===== config.mk =====
export PLATFORM = sky130hd
export DESIGN_NAME = led_pattern_ctrl
export DESIGN_NICKNAME = d
export VERILOG_FILES = /design/src/rtl/led_pkg.sv /design/src/rtl/led_pwm_gate.sv /design/src/rtl/led_pattern_ctrl.sv
export SDC_FILE = /design/constraint.sdc
export NUM_CORES = 1
export LEC_CHECK = 0
export CAP_MARGIN = 30
export CORE_ASPECT_RATIO = 0.8
export CORE_MARGIN = 3
export CORE_UTILIZATION = 58
export CTS_CLUSTER_DIAMETER = 200
export DETAILED_ROUTE_END_ITERATION = 6
export GPL_TIMING_DRIVEN = 0
export PLACE_DENSITY = 0.93
export SLEW_MARGIN = 0
export SYNTH_ARGS = -nofsm -noshare
export SYNTH_HDL_FRONTEND = slang
export SYNTH_SLANG_ARGS = --single-unit
export TNS_END_PERCENT = 5

===== constraint.sdc =====
create_clock -name sys_clk -period 2.58 [get_ports sys_clk]
set_input_delay 0.387 -clock sys_clk [delete_from_list [all_inputs] [get_ports sys_clk]]
set_output_delay 0.387 -clock sys_clk [all_outputs]
set_load 0.1 [all_outputs]

===== src/rtl/led_pkg.sv =====
// led_pkg: shared types and helpers for the LED pattern controller.
// Contents: mode enum (BLINK/RUN/BOUNCE/FILL), bounce direction type,
//           mode successor and per-mode entry-value functions.
package led_pkg;

   typedef enum logic [1:0] {
      BLINK  = 2'd0,
      RUN    = 2'd1,
      BOUNCE = 2'd2,
      FILL   = 2'd3
   } mode_t;

   typedef enum logic {
      UP   = 1'b0,
      DOWN = 1'b1
   } dir_t;

   // Width of the tick divider counter (covers TICK_DIV up to 255).
   localparam int DIV_W = 8;

   // Mode sequence on a mode_next request.
   function automatic mode_t mode_succ(input mode_t m);
      case (m)
         BLINK:   mode_succ = RUN;
         RUN:     mode_succ = BOUNCE;
         BOUNCE:  mode_succ = FILL;
         default: mode_succ = BLINK;
      endcase
   endfunction

   // Entry pattern of each mode. Every entry value is either 0 or 1, so
   // only the LSB is returned; callers zero-extend to the LED width.
   function automatic logic entry_value(input mode_t m);
      case (m)
         RUN, BOUNCE: entry_value = 1'b1;
         default:     entry_value = 1'b0;
      endcase
   endfunction

endpackage


===== src/rtl/led_pwm_gate.sv =====
// led_pwm_gate: brightness gating of the LED pattern (used only with LED_PWM_EN).
// Ports: sys_clk/sys_rst_n clock and async active-low reset; pattern in;
//        led_duty on-time out of 256; led_out registered gated pattern.
module led_pwm_gate #(
   parameter int LED_W = 4
) (
   input  logic             sys_clk,
   input  logic             sys_rst_n,
   input  logic [LED_W-1:0] pattern,
   input  logic [7:0]       led_duty,
   output logic [LED_W-1:0] led_out
);

   logic [7:0] pwm_cnt;
   logic       pwm_on;

   // LEDs are on while the free-running counter is below the duty value:
   // duty 0 never lights, duty 255 lights for 255 of 256 cycles.
   assign pwm_on = (pwm_cnt < led_duty);

   always_ff @(posedge sys_clk or negedge sys_rst_n) begin
      if (!sys_rst_n) begin
         pwm_cnt <= '0;
         led_out <= '0;
      end else begin
         pwm_cnt <= pwm_cnt + 8'd1;
         led_out <= pattern & {LED_W{pwm_on}};
      end
   end

endmodule


===== src/rtl/led_pattern_ctrl.sv =====
// led_pattern_ctrl: turns timebase ticks into BLINK/RUN/BOUNCE/FILL LED patterns.
// Ports: sys_clk, sys_rst_n (async active-low); tick_in timebase pulse; mode_next
//        mode advance pulse; led_out LEDs; mode_o current mode; step_o update pulse.
// Optional: LED_PWM_EN adds led_duty[7:0] and a registered PWM gate on led_out.
module led_pattern_ctrl
   import led_pkg::*;
#(
   parameter int LED_W    = 4,
   parameter int TICK_DIV = 1
) (
   input  logic             sys_clk,
   input  logic             sys_rst_n,
   input  logic             tick_in,
   input  logic             mode_next,
`ifdef LED_PWM_EN
   input  logic [7:0]       led_duty,
`endif
   output logic [LED_W-1:0] led_out,
   output logic [1:0]       mode_o,
   output logic             step_o
);

   localparam logic [DIV_W-1:0] DIV_LAST = DIV_W'(TICK_DIV - 1);

   mode_t            state, next_state;
   dir_t             dir, dir_step;
   logic [DIV_W-1:0] div_cnt;
   logic [LED_W-1:0] pattern, pattern_step, pattern_entry;
   logic             step;

   assign step = tick_in && (div_cnt == DIV_LAST);

   // ---------------- mode FSM: state register ----------------
   always_ff @(posedge sys_clk or negedge sys_rst_n) begin
      if (!sys_rst_n) begin
         state <= BLINK;
      end else begin
         state <= next_state;
      end
   end

   // ---------------- mode FSM: next state ----------------
   always_comb begin
      next_state = state;
      if (mode_next) begin
         next_state = mode_succ(state);
      end
   end

   // ---------------- mode FSM: outputs ----------------
   always_comb begin
      mode_o = state;
   end

   // Entry pattern of the mode being entered on a mode change.
   assign pattern_entry = {{(LED_W-1){1'b0}}, entry_value(next_state)};

   // Next pattern and bounce direction for a step in the current mode.
   always_comb begin
      pattern_step = pattern;
      dir_step     = dir;
      case (state)
         BLINK: begin
            pattern_step = ~pattern;
         end
         RUN: begin
            pattern_step = {pattern[LED_W-2:0], pattern[LED_W-1]};
         end
         BOUNCE: begin
            // Direction flips in the same step that reaches an end LED, so
            // the end LED is shown exactly once per sweep.
            if (dir == UP) begin
               pattern_step = pattern << 1;
               dir_step     = pattern_step[LED_W-1] ? DOWN : UP;
            end else begin
               pattern_step = pattern >> 1;
               dir_step     = pattern_step[0] ? UP : DOWN;
            end
         end
         default: begin
            pattern_step = (&pattern) ? '0 : ((pattern << 1) | {{(LED_W-1){1'b0}}, 1'b1});
         end
      endcase
   end

   // Pattern datapath. A mode change takes priority over a coincident step:
   // the step is dropped and the new mode starts from its entry value.
   always_ff @(posedge sys_clk or negedge sys_rst_n) begin
      if (!sys_rst_n) begin
         pattern <= '0;
         div_cnt <= '0;
         dir     <= UP;
         step_o  <= 1'b0;
      end else if (mode_next) begin
         pattern <= pattern_entry;
         div_cnt <= '0;
         dir     <= UP;
         step_o  <= 1'b0;
      end else begin
         step_o <= step;
         if (tick_in) begin
            div_cnt <= step ? '0 : div_cnt + 1'b1;
         end
         if (step) begin
            pattern <= pattern_step;
            dir     <= dir_step;
         end
      end
   end

`ifdef LED_PWM_EN
   led_pwm_gate #(
      .LED_W (LED_W)
   ) u_pwm_gate (
      .sys_clk   (sys_clk),
      .sys_rst_n (sys_rst_n),
      .pattern   (pattern),
      .led_duty  (led_duty),
      .led_out   (led_out)
   );
`else
   assign led_out = pattern;
`endif

endmodule


Yosys cells after proc, flatten, opt, wreduce, memory -nomap -nowiden:

Index checks and enable logic that the tools add are counted.

* $add $sub $neg: 1
* muxes and demuxes: 18
* reductions and logical operators: 9
* equality and inequality tests: 4
* bitwise operators: 1

Operators with widths (number)
* 2-to-1 mux 8 bit: 3
* 2-to-1 mux 4 bit: 4
* one-hot mux 4 bit (3 select lines): 1
* adder 8 x 1 -> 8 bit, second input constant: 1
* logical NOT 8 bit: 1
* 2-to-1 mux 1 bit: 8
* one-hot mux 2 bit (3 select lines): 1
* nonzero test 2 bit: 3
* == test 2 x 1 -> 1 bit, second input constant: 2
* == test 2 bit, second input constant: 2
* NOT 4 bit: 1
* AND reduction 4 bit: 1
* logical NOT 2 bit: 1
* 2-to-1 mux 2 bit: 1
* AND reduction 2 bit: 1
* OR reduction 2 bit: 1
* logical AND 1 bit: 1

* logic and storage cells: 38
* input port bits: 4
* flip-flop bits (word level): 16

Logic depth before layout (Yosys ltp):

Gate-level depths: netlist of run 1.

* word-level depth: 7
* mapped depth: 7
* gate-level depth less buffers: 6

Least setup slack after synthesis of run 1:

OpenSTA, ideal clock, no wires.

* path type: register -> register
* from: register state[0] (netlist: mode_o[0])
* to: register pattern[1] (netlist: led_out[1])
* path slack: 0.421 ns
* arrival: 2.030 ns
* period minus slack after synthesis: 2.159 ns
* stages on the path, launching flop included: 7
* path through: dfrtp_1 inv_1 ha_1 nor2b_1 nor3_1 nor4_4 o2bb2ai_1

* word-level cells in the longest chain between the ends: 4
* elaborated cells on any way between the ends: 6
* those cells by class: 2 x eq/ne; 3 x mux; 1 x reduce/logical

Ends and longest elaborated chain
* from (decl): RTL line led_pattern_ctrl.sv:25 `mode_t state, next_state;`
* from (signal assigned): RTL line led_pattern_ctrl.sv:38 `state <= next_state;`
* == test 2 bit (tied with other cells): RTL line led_pattern_ctrl.sv:62 `case (state)`
* one-hot mux 4 bit (3 select lines) *: RTL line led_pattern_ctrl.sv:62
* 2-to-1 mux 4 bit *: RTL line led_pattern_ctrl.sv:104 `if (step) begin`
* 2-to-1 mux 4 bit *: RTL line led_pattern_ctrl.sv:94 `end else if (mode_next) begin`
* to (signal assigned): RTL line led_pattern_ctrl.sv:95 `pattern <= pattern_entry;`
* to (signal assigned): RTL line led_pattern_ctrl.sv:105 `pattern <= pattern_step;`
* to (decl): RTL line led_pattern_ctrl.sv:28 `logic [LED_W-1:0] pattern, pattern_step, pattern_entry;`

Every way passes the cells marked *; elsewhere a longest branch is shown, timed or not. The select of a mux whose other input is x is not followed.
A chain may end at the register's enable or synchronous reset.

Worst setup path in the final report of run 1:

* from: register pattern[1] (netlist: led_out[1])
* to: output port led_out[1]

RTL lines
* to (decl): RTL line led_pattern_ctrl.sv:18 `output logic [LED_W-1:0] led_out,`

No word-level cell between the ends.

==> impl_metrics.py, run 1 <==
metrics = {
    "outcome": {
        "status": "finished clean",
    },
    "critical_path": {
        "critical_path_class": "flip-flop to primary output",
        "endpoint_kind": "primary output",
        "cp-start-kind": "flip-flop",
        "cp_cell_sequence": "clkdlybuf4s50_1",
        "cp_top_family": "buffers and inverters",
        "cp_slowest_cell": "clkdlybuf4s50_1",
        "reg2reg_slack_ps": 910,
        "crit_path_start": "led_out[1]",
        "slowest_delay_ps": 1170,
        "critPathMaxFanout": 7,
        "worst-endpoint-required_ps": 2190,
        "cp.buffers_inverters": 1,
        "r2r-start": "div_cnt[0]",
        "arrival_ps": 1920,
    },
    "pwr": {
        "power_mw": 1.15,
        "vdd_drop_max_uv": 674,
        "combPwrFrac_pct": 58.7,
        "seqPwrFrac_pct": 30.3,
        "p_clk_share_pct": 11.0,
        "sw_frac_of_total_pct": 53.0,
        "p_int_mw": 0.541,
        "power_density_nw_per_um2": 1020,
        "power.switching_mw": 0.610,
        "p_leak_nw": 0.499,
    },
    "route": {
        "firstDrtPassIters": 5,
        "first_iter_violations": 28,
        "wl_per_cell_um": 14.9,
        "finalWirelength_mm": 1.95,
        "vias": 765,
        "drcViolationCount": 0,
        "routed_via_density": 5.84,
        "ant_nets": 0,
    },
    "synth": {
        "synth_simple_gate_area_share_pct": 26.3,
        "post-synth-top-area-cell": "dfrtp_1",
        "syn_area_per_cell_sq_um": 10.1,
        "yosysSeqAreaShare_pct": 40.6,
        "synth.cell_area_sq_um": 986,
        "yosysWarnings": 0,
        "synthDistinctLibCells": 29,
        "synth_top_family_by_area": "simple AND/OR/NAND/NOR gates",
        "netlist_top_cells_area": "dfrtp_1, ha_1, xor2_1, nor4b_4, a21oi_1",
        "syn_nets": 109,
        "synth_mux_area_share_pct": 4.06,
        "netlist.area_leader.share_pct": 40.6,
        "synthAdderAreaFrac_pct": 8.88,
        "ys_ff_latch": 16,
        "synth_compound_gate_area_share_pct": 10.3,
        "synth-xor-area-share_pct": 5.33,
        "synth_cells": 98,
    },
    "place": {
        "post-place-cells": 128,
        "dpl_cell_area_sq_um": 1100,
        "gp_congestion": 0.944,
        "dp_hpwl_mm": 1.48,
        "post-place-ws_ps": 596,
        "io_buffers": 9,
    },
    "hold_path": {
        "hold_path.startpoint": "tick_in",
        "hold_path.class": "input port to flip-flop",
    },
    "global_routing": {
        "gr-max-usage-layer": "met2",
        "grt_pass1_wl_mm": 3.23,
        "met3_usage_pct": 7.37,
        "antenna_found_initial": 0,
        "grt_overflow_total": 0,
        "grt_max_degree": 17,
        "use_met1_pct": 26.4,
        "first_global_vias": 661,
        "grtUsageTotal_pct": 20.0,
        "use_met2_pct": 31.1,
    },
    "sta": {
        "fin_crit_sh_pct": 89.5,
        "setup_viol": 0,
        "fin_setup_tns_ps": 0,
        "skew_ps": 9.86,
        "max_freq_mhz": 433,
        "max_slew_margin_pct": 35.3,
        "hold-worst-slack_ps": 414,
        "finalHoldViolCount": 0,
        "rsz0062_at_grt": "false",
        "slew_violations": 0,
        "tightest_slew_ps": 968,
        "min_period_ps": 2310,
        "layout_setup_ws_ps": 270,
    },
    "layout": {
        "stdcell_count": 131,
        "finalInstanceArea_sq_um": 1120,
        "drive_gt1_share_pct": 10.0,
        "multi_input_area_sq_um": 541,
        "final_cell_mix": "dfrtp_1, clkdlybuf4s50_1, a21oi_1",
        "areaGrowthSynthToFinish_pct": 14.1,
        "nets": 123,
        "fillCellCount": 106,
        "regArea_sq_um": 400,
        "final_common_cell": "dfrtp_1",
        "diodes": 0,
        "final_util_pct": 75.7,
    },
    "floorplanning": {
        "start_util_pct": 66.3,
        "rows": 12,
        "coreArea_sq_um": 1490,
        "io_pins": 11,
        "die_w_um": 52.1,
        "dieHeight_um": 42.9,
        "die_area_sq_um": 2230,
    },
    "clocking": {
        "cts_root_buffer": "clkbuf_4",
        "cts_buffer_depth": 2,
        "cts_hold_buffers": 0,
        "clkTransAtPathRegs_ps": 90,
        "post_cts.resized_instances": 0,
        "clock_latency_ps": 280,
        "cts_tree": "done",
        "post_cts_buffers": 0,
        "clock_sinks": 16,
        "cts_buffers": 3,
        "h-tree-depth": 1,
    },
    "flow_run": {
        "max_cap_violations": 0,
    },
}
## cells in the mapped netlist
library cell	number
nand2_1	6
buf_4	1
o2bb2ai_1	3
buf_6	1
dfrtp_1	16
a21oi_1	8
nand4_1	3
and3_1	1
buf_1	1
inv_1	5
nor4_4	1
nor4b_4	2
a211o_1	1
o21ai_0	2
and2_2	1
ha_1	7
nor3_1	5
nor3b_1	1
a221oi_1	1
nand2b_1	4
nand2_2	1
nand3_1	7
nor2b_1	1
clkbuf_1	1
mux2i_1	4
and3_2	1
xor2_1	6
a22oi_1	1
nor2_1	6
## worst paths after layout
| path | end | cells past startpoint |
|---|---|---|
| setup / recovery | led_out[1] | 1 |
| hold / removal | div_cnt[0] | 3 |
| setup reg to reg | led_out[2] | 6 |
| hold reg to reg | led_out[1] | 1 |
| max in group asynchronous | mode_o[1] | 1 |
| min in group asynchronous | step_o | 1 |
## state kept, by name, summed over array words and instances (netlist names)
name,flops
dir,1
div_cnt,8
led_out,4
mode_o,2
step_o,1
## cell families (layout without fill, tap and decap cells)
group	count (synthesis)	count (layout)
AOI/OAI and AO/OA	16	16
muxes	4	4
and+or+nand+nor	40	40
DFF	16	16
buffers and inverters	9	21
adders and majority gates	7	7
xor gates and xnor gates	6	6
## worst reg2reg max path, stage by stage, from the launching register on
cell	delay, ps
dfrtp_1	430
inv_1	90
ha_1	160
nor4b_4	240
nand2_2	180
nor4_4	350
o2bb2ai_1	150
## metal layers
| metal | part of all wire [%] | up-vias |
|---|---|---|
| met4 | 0.72 | 0 |
| met3 | 7.0 | 2 |
| li1 | - | 366 |
| met5 | 0 | - |
| met1 | 43 | 371 |
| met2 | 49 | 26 |
## power by group through the flow
stage               Sequential, mW  Combinational [mW]  Clock, mW
global route                 0.358               0.709      0.143
finish                       0.349               0.676      0.126
global placement             0.349               0.648          0
floorplan                    0.625               0.236          0
detailed placement           0.353               0.674          0
CTS                          0.349               0.675      0.131
## layout make-up
type | instances | area share, %
inverters | 5 | 1.67
well taps | 21 | 2.34
multi-input cells | 73 | 48.1
flip-flops and latches | 16 | 35.6
plain buffers | 4 | 2.34
clock buffers | 3 | 2.00
repair buffers | 9 | 8.01
Power figures use the tool's default switching activity.
==> run 2, diff against run 1 <==
- CORE_MARGIN: 3 -> 5
- SLEW_MARGIN: 0 -> 15
==> run 2 against run 1 <==
  * Sequential power is essentially flat
  * Sequential cell count did not move
  * Critical path depth unchanged
  * Clock-buffer cell count is the same
  * Clock power is 6% higher
  * Routed wire length is 4.4% higher
  * Register-to-register slack about the same
  * Via count up 0.92%
  * Critical path type unchanged
  * Highest routed layer unchanged
==> impl_metrics.py, run 2 (same netlist as run 1, synthesis figures left out) <==
metrics = {
    "pwr": {
        "p_leak_nw": 0.499,
        "power_density_nw_per_um2": 1030,
        "vdd_drop_max_uv": 606,
    },
    "global_routing": {
        "grt_overflow_total": 0,
        "first_global_vias": 774,
        "grtUsageTotal_pct": 18.2,
        "grt_pass1_wl_mm": 3.53,
        "antenna_found_initial": 0,
        "grt_max_degree": 17,
    },
    "layout": {
        "diodes": 0,
        "final_common_cell": "dfrtp_1",
        "final_cell_mix": "dfrtp_1, clkdlybuf4s50_1, a21oi_1",
        "nets": 123,
        "regArea_sq_um": 400,
        "fillCellCount": 132,
        "stdcell_count": 132,
        "drive_gt1_share_pct": 10.0,
        "largest_reg_flops": 8,
        "areaGrowthSynthToFinish_pct": 14.2,
        "regMostFlops": "div_cnt",
        "multi_input_area_sq_um": 541,
        "final_util_pct": 69.2,
    },
    "floorplanning": {
        "coreArea_sq_um": 1630,
        "io_pins": 11,
        "die_area_sq_um": 2630,
        "rows": 13,
        "die_w_um": 56.1,
        "dieHeight_um": 46.9,
        "start_util_pct": 60.6,
    },
    "critical_path": {
        "timing.rr.end": "led_out[0]",
        "arrival_ps": 1940,
        "cp_cell_sequence": "clkdlybuf4s50_1",
        "cp-start-kind": "flip-flop",
        "reg2reg_slack_ps": 910,
        "cp_top_family": "buffers and inverters",
        "worst-endpoint-required_ps": 2190,
        "worstRegToRegCells": 6,
        "cp_slowest_cell": "clkdlybuf4s50_1",
        "cp.buffers_inverters": 1,
        "endpoint_kind": "primary output",
        "r2r-start": "div_cnt[0]",
        "critPathMaxFanout": 7,
        "slowest_delay_ps": 1170,
        "critical_path_class": "flip-flop to primary output",
    },
    "sta": {
        "max_slew_margin_pct": 34.5,
        "rsz0062_at_grt": "false",
        "tightest_slew_ps": 979,
        "fin_crit_sh_pct": 90.1,
        "skew_ps": 8.46,
        "fin_setup_tns_ps": 0,
        "max_freq_mhz": 430,
        "setup_viol": 0,
        "slew_violations": 0,
        "min_period_ps": 2320,
        "finalHoldViolCount": 0,
    },
    "clocking": {
        "cts_buffers": 3,
        "clock_latency_ps": 300,
        "cts_buffer_depth": 2,
        "post_cts.resized_instances": 0,
        "h-tree-depth": 1,
        "clkTransAtPathRegs_ps": 90,
        "post_cts_buffers": 0,
        "clock_sinks": 16,
        "cts_root_buffer": "clkbuf_4",
        "cts_hold_buffers": 0,
        "cts_tree": "done",
    },
    "route": {
        "wl_per_cell_um": 15.4,
        "ant_nets": 0,
        "drcViolationCount": 0,
        "routed_via_density": 5.85,
        "firstDrtPassIters": 4,
        "first_iter_violations": 16,
        "finalWirelength_mm": 2.04,
        "vias": 772,
    },
    "hold_path": {
        "hold_path.class": "input port to flip-flop",
        "whs_endpoint": "div_cnt[0]",
        "hold_depth": 3,
        "hold_path.startpoint": "tick_in",
    },
    "flow_run": {
        "max_cap_violations": 0,
    },
    "outcome": {
        "status": "finished clean",
    },
    "place": {
        "post-place-cells": 129,
        "gp_congestion": 0.821,
        "dp_hpwl_mm": 1.51,
        "io_buffers": 9,
    },
}
run 2: cell counts in the layout (fill, tap and decap cells not counted):
Identical to the previous run, type by type.
run 2: cell type report:
cell class / instances / area share, %
plain buffers: 4 / 2.33
clock buffers: 3 / 2.00
inverters: 5 / 1.67
multi-input cells: 73 / 48.0
flip-flops and latches: 16 / 35.6
well taps: 22 / 2.44
repair buffers: 9 / 8.00
run 2: worst max-delay path by stage:
| stage | from | to | cells past startpoint |
|---|---|---|---|
| after global placement | led_out[2] | led_out[2] | 1 |
| final | led_out[2] | led_out[2] | 1 |
| after global routing | led_out[1] | led_out[1] | 1 |
| after detailed placement | led_out[2] | led_out[2] | 1 |
| after CTS | led_out[2] | led_out[2] | 1 |
| after floorplan | mode_o[0] | led_out[1] | 6 |
run 2: routing by layer:
layer / up-vias / GRT usage [%] / part of all wire (%)
met5: - / 0 / 0
met4: 0 / 10.9 / 3.7
met3: 10 / 6.59 / 5.1
met2: 22 / 30.3 / 47
met1: 369 / 21.0 / 44
li1: 371 / - / -
run 2: power breakdown:
| group | switching [mW] | total (mW) | leakage [nW] | internal (mW) |
|---|---|---|---|---|
| Sequential | 0.0572 | 0.349 | 0.214 | 0.292 |
| Combinational | 0.482 | 0.676 | 0.271 | 0.193 |
| Clock | 0.0799 | 0.134 | 0.0138 | 0.0544 |
| Total | 0.619 | 1.16 | 0.499 | 0.540 |
run 2: metrics by stage:
step,power (mW),setup WS (ps),hold slack [ps],cell area (sq um)
global placement,0.995,600,552,1100
global route,1.22,200,412,1130
floorplan,0.861,421,91.4,986
CTS,1.16,254,402,1130
finish,1.16,256,407,1130
detailed placement,1.03,591,562,1100
